==> config.mk <==
export PLATFORM = sky130hd
export DESIGN_NAME = cook_timer
export DESIGN_NICKNAME = d
export VERILOG_FILES = /design/src/rtl/cook_pkg.sv /design/src/rtl/bcd_time_dec.sv /design/src/rtl/cook_timer.sv
export SDC_FILE = /design/constraint.sdc
export NUM_CORES = 1
export LEC_CHECK = 0
export CAP_MARGIN = 25
export CORE_AREA = 2 2 48 62
export DETAILED_ROUTE_END_ITERATION = 8
export DIE_AREA = 0 0 50 64
export PLACE_DENSITY = 0.87
export RECOVER_POWER = 100
export SYNTH_ARGS = -nofsm -noshare
export SYNTH_HDL_FRONTEND = slang
export SYNTH_SLANG_ARGS = --single-unit
==> constraint.sdc <==
create_clock -name clk -period 4.9 [get_ports clk]
set_input_delay 0.98 -clock clk [delete_from_list [all_inputs] [get_ports clk]]
set_output_delay 0.98 -clock clk [all_outputs]
set_load 0.02 [all_outputs]
==> src/rtl/cook_pkg.sv <==
// cook_pkg: shared types and constants for the cook_timer block.
//   state_t  - controller states
//   bcd_t    - one BCD digit
//   mmss_t   - packed {m10, m1, s10, s1} time value, 16 bits
//   BCD_NINE / SEC_TENS_MAX - reload values used when a digit borrows
package cook_pkg;

  typedef enum logic [2:0] {
    IDLE,
    ENTRY,
    RUN,
    HOLD,
    DONE
  } state_t;

  typedef logic [3:0] bcd_t;

  typedef struct packed {
    bcd_t m10;
    bcd_t m1;
    bcd_t s10;
    bcd_t s1;
  } mmss_t;

  localparam bcd_t BCD_NINE     = 4'd9;
  localparam bcd_t SEC_TENS_MAX = 4'd5;

  // Keypad codes 10..15 are not decimal digits and are dropped.
  function automatic logic is_digit(input bcd_t d);
    return d <= BCD_NINE;
  endfunction

endpackage

==> src/rtl/bcd_time_dec.sv <==
// bcd_time_dec: combinational one-second decrement of an mm:ss BCD time.
//   t_in  [15:0] - current time {m10, m1, s10, s1}
//   t_out [15:0] - time minus one second
//   zero         - t_out is 00:00
// Seconds-tens borrows reload to 5; any other borrow reloads 9. A seconds-tens
// digit of 6..9 (possible from keypad entry) simply counts down like any digit.
module bcd_time_dec
  import cook_pkg::*;
(
  input  logic [15:0] t_in,
  output logic [15:0] t_out,
  output logic        zero
);

  mmss_t a;
  mmss_t y;

  assign a = t_in;

  always_comb begin
    y = a;
    if (a.s1 != '0) begin
      y.s1 = a.s1 - 4'd1;
    end else begin
      y.s1 = BCD_NINE;
      if (a.s10 != '0) begin
        y.s10 = a.s10 - 4'd1;
      end else begin
        y.s10 = SEC_TENS_MAX;
        if (a.m1 != '0) begin
          y.m1 = a.m1 - 4'd1;
        end else begin
          y.m1  = BCD_NINE;
          y.m10 = a.m10 - 4'd1;
        end
      end
    end
  end

  assign t_out = y;
  assign zero  = (y == '0);

endmodule

==> src/rtl/cook_timer.sv <==
// cook_timer: microwave-style countdown timer with keypad entry.
//   clk         - system clock, rising edge
//   nrst        - asynchronous active-low reset
//   heat        - cooking active request from the oven controller
//   tick        - 1 Hz one-cycle strobe (unused when the prescaler is built in)
//   digit_valid - keypad strobe
//   digit [3:0] - keypad BCD value (10..15 ignored)
//   clear       - clear-time command
//   finish      - one-cycle pulse when the cooking time expires
//   running     - high in RUN
//   disp [15:0] - remaining time {m10, m1, s10, s1}
// Build option: define COOK_TIMER_PRESCALER_EN to derive the tick internally
// from clk (one tick per TICK_DIV cycles in RUN) and ignore the tick input.
module cook_timer
  import cook_pkg::*;
#(
  parameter int unsigned TICK_DIV = 1000
) (
  input  logic        clk,
  input  logic        nrst,
  input  logic        heat,
  input  logic        tick,
  input  logic        digit_valid,
  input  logic [3:0]  digit,
  input  logic        clear,
  output logic        finish,
  output logic        running,
  output logic [15:0] disp
);

  state_t      state_q, state_d;
  logic [15:0] disp_q, disp_d;
  logic        fin_q, fin_d;
  logic        tick_eff;
  logic        key_ok;
  logic [15:0] dec_val;
  logic        dec_zero;

  bcd_time_dec u_dec (
    .t_in  (disp_q),
    .t_out (dec_val),
    .zero  (dec_zero)
  );

`ifdef COOK_TIMER_PRESCALER_EN
  localparam int unsigned CW = (TICK_DIV > 1) ? $clog2(TICK_DIV) : 1;

  logic [CW-1:0] presc_q;
  logic          presc_wrap;
  logic          unused_tick;

  assign unused_tick = tick;
  assign presc_wrap  = (presc_q == CW'(TICK_DIV - 1));

  // Held at zero outside RUN, so every entry into RUN starts a full period.
  always_ff @(posedge clk or negedge nrst) begin
    if (!nrst) begin
      presc_q <= '0;
    end else if (state_q != RUN || presc_wrap) begin
      presc_q <= '0;
    end else begin
      presc_q <= presc_q + CW'(1);
    end
  end

  assign tick_eff = (state_q == RUN) && presc_wrap;
`else
  logic [31:0] unused_tick_div;

  assign unused_tick_div = TICK_DIV;
  assign tick_eff        = tick;
`endif

  assign key_ok = digit_valid && is_digit(digit);

  // State register
  always_ff @(posedge clk or negedge nrst) begin
    if (!nrst) begin
      state_q <= IDLE;
      disp_q  <= '0;
      fin_q   <= 1'b0;
    end else begin
      state_q <= state_d;
      disp_q  <= disp_d;
      fin_q   <= fin_d;
    end
  end

  // Next-state logic. finish is registered alongside the transition into
  // DONE, so it rises in the same cycle disp reads 0000.
  always_comb begin
    state_d = state_q;
    disp_d  = disp_q;
    fin_d   = 1'b0;
    case (state_q)
      IDLE, ENTRY: begin
        if (clear) begin
          state_d = IDLE;
          disp_d  = '0;
        end else if (heat) begin
          if (disp_q != '0) begin
            state_d = RUN;
          end else begin
            state_d = DONE;
            fin_d   = 1'b1;
          end
        end else if (key_ok) begin
          disp_d  = {disp_q[11:0], digit};
          state_d = ENTRY;
        end
      end
      RUN: begin
        if (!heat) begin
          state_d = HOLD;
        end else if (tick_eff) begin
          disp_d = dec_val;
          if (dec_zero) begin
            state_d = DONE;
            fin_d   = 1'b1;
          end
        end
      end
      HOLD: begin
        if (clear) begin
          state_d = IDLE;
          disp_d  = '0;
        end else if (heat) begin
          // Keys pressed during HOLD may have zeroed the time; expire
          // immediately rather than wrapping the decrement.
          if (disp_q != '0) begin
            state_d = RUN;
          end else begin
            state_d = DONE;
            fin_d   = 1'b1;
          end
        end else if (key_ok) begin
          disp_d = {disp_q[11:0], digit};
        end
      end
      DONE: begin
        if (clear || !heat) begin
          state_d = IDLE;
          disp_d  = '0;
        end
      end
      default: begin
        state_d = IDLE;
        disp_d  = '0;
      end
    endcase
  end

  // Outputs
  always_comb begin
    running = (state_q == RUN);
    finish  = fin_q;
    disp    = disp_q;
  end

endmodule

==> flow_summary.ini <==
[route]
dr.pass1.iters = 4
post_drt_via_cell_ratio = 6.47
drt_drc_violations_left = 0
postRouteWirelength_mm = 3.78
via_count = 1476
avgRoutedWirePerCell_microns = 16.6
antenna_left = 0
drtIter0Drc = 78

[cts]
worst_skew_pair.late_latency_ps = 300
cts-buffers-inserted = 3
cts_resized = 0
clockBufferDepth = 2
cts_tree = done
clk_pin_slew_ps = 110
cts_setup_buffers = 0
clock-sinks = 20
postCtsHoldBufs = 0
cts_root_buf = clkbuf_4
htree_num_levels = 1

[place]
dpl.hpwl_mm = 2.78
finalWeightedCongestion = 0.945
io_buffers = 27
post-place-ws_ps = 1620

[timing]
worstMarginPinSlew_ps = 928
setup_ws_ps = 1180
period_needed_ps = 3720
clock_skew_ps = 6.77
rsz0062_at_grt = no
hold_violations = 0
setup_viol = 0
post-route-period-util_pct = 75.8
relSlewSlack_pct = 37.9
report.final.slew_viol_count = 0
tns_ps = 0
max_freq_mhz = 269

[cells_and_area]
nFillCells = 220
syn2layout_area_growth_pct = 22.0
seq_area_sq_um = 500
layout.nets = 208
multi_input_area_sq_um = 812
drive_above_1_share_pct = 6.19
n_antenna_cell = 0

[die]
rows = 21
fp.dieArea_sq_um = 3200
die_h_microns = 64
io_pins = 28
coreArea_sq_um = 2600
start_util_pct = 53.2
dieWidth_microns = 50

[synthesis]
synthArstFlopShare_pct = 100
syn_inst = 171
synth_area_sq_um = 1390
synth_edf_count = 0
yosysWarnings = 0
ys_ff_latch = 20
ys_seq_area_share_pct = 36.1
synth-main-ff-cell = dfrtp_1
synth_cell_types = 44
syn_area_per_cell_sq_um = 8.10
syn_nets = 183

[setup_path]
cp-endpoint = running
worstSetupPathDepth = 4
cp_num_buf_inv = 2
critical_path.max_stage_delay_ps = 730
critical-path-top-delay-family = buffers and inverters
required_ps = 3920
crit_type = reg -> out
startpoint = state_q[1]
cp_max_fo = 16
r2r_end = disp[12]
r2r_start = state_q[2]
reg2reg_slack_ps = 2550
cp.arrival_ps = 2740
crit_chain = nor2b_1, nand2b_1, inv_1, dlygate4sd3_1
worstSetupEndpointType = output port
cp_slowest_cell = dlygate4sd3_1
ff2ff_path_depth = 6
cp-start-kind = register

[global_routing]
grt.overflow.total = 0
grt_pass1_vias = 1390
antenna_found_initial = 0
grt_max_degree = 21
grt_pass1_wl_mm = 6.40
gr-usage-all-layers_pct = 25.7

[min_path]
hp-class = reg -> reg

[pwr]
ir_drop_mv = 0.357
power_density_nw_per_um2 = 630
total_leakage_power_nw = 0.710

[run]
maxCapViolCount = 0

[outcome]
status = completed
[kinds of logic after synthesis]
logic type               count (synthesis)  share of synthesized area (%)
AND/OR/NAND/NOR                         69                           26.6
flip-flops                              20                           36.1
adder cells (fa/ha/maj)                  2                           1.81
multiplexers                             3                           2.26
AO/OA/AOI/OAI                           59                           27.3
XOR/XNOR                                 1                          0.632
buffers and inverters                   17                           5.24
[state kept, by name (all words and copies together), names as in the netlist]
name and cells:
state_q 3, finish 1, disp 16
[cell type report]
cell class | count | area share, %
Multi-Input combinational cell | 134 | 48.1
Sequential cell | 20 | 29.6
Inverter | 7 | 1.56
Tap cell | 34 | 2.52
Clock buffer | 3 | 1.33
Timing Repair Buffer | 30 | 16.9
[cells in the mapped netlist, drive strengths merged (3+ instances only)]
cell	count	share of area, %
nand2b	3	1.4
dfrtp	20	36
a32oi	6	3.8
o21ai	26	9.4
nor4	4	1.8
clkbuf	8	2.2
nor3	9	4.4
o2bb2ai	4	2.5
a21oi	8	2.9
inv	7	1.9
a22oi	3	1.6
nor2	20	5.4
nand2	15	4.1
[routing by layer]
metal / wire [microns] / vias to the layer above / share of wire [%] / track usage [%]
li1: - / 691 / - / -
met1: 1540 / 707 / 41 / 31.6
met2: 1920 / 62 / 51 / 42.4
met3: 189 / 16 / 5.0 / 4.21
met4: 132 / 0 / 3.5 / 13.9
met5: 0 / - / 0 / 0
[worst min-delay path by stage]
stage	from	to	slack, ps	depth (start not counted)
final	disp[15]	disp[15]	580	1
after global routing	disp[15]	disp[15]	610	1
after CTS	disp[15]	disp[15]	580	1
after detailed placement	disp[15]	disp[15]	550	1
after global placement	disp[15]	disp[15]	550	1
after floorplan	state_q[0]	state_q[0]	600	2
[through the flow]
stage | power (mW) | instances | util [%] | hold slack (ps) | instance area, sq um
after detailed placement | 0.999 | 224 | 64.1 | 549 | 1670
after floorplan | 0.776 | 171 | - | 601 | 1390
after CTS | 1.08 | 227 | 64.9 | 575 | 1690
after global placement | 0.979 | 224 | 64.1 | 547 | 1670
final | 1.06 | 228 | 64.9 | 577 | 1690
after global routing | 1.16 | 228 | 64.9 | 609 | 1690
[layout by cell type (no fill, tap or decap), drive strengths merged, types with 2 or more instances in the layout]
cell type and count:
nand2 15, clkbuf 5, dlygate4sd3 21, dfrtp 20, a22oi 3, nor2 20, mux2i 2, inv 7
a21oi 8, clkdlybuf4s50 6, nand2b 3, nand4 2, a22o 2, and4 2, nand3b 2, a32oi 6
or2 2, nor3 9, nor2b 2, ha 2, nor4 4, o22ai 2, and3 2, o21ai 26
o2bb2ai 4, nor4b 2
[report_power, final]
| group | switching [mW] | leakage [nW] | internal [mW] |
|---|---|---|---|
| Sequential | 0.0987 | 0.266 | 0.219 |
| Clock | 0.0501 | 0.0138 | 0.0286 |
| Combinational | 0.410 | 0.431 | 0.258 |
No activity file was read; power rests on OpenSTA's default activity.
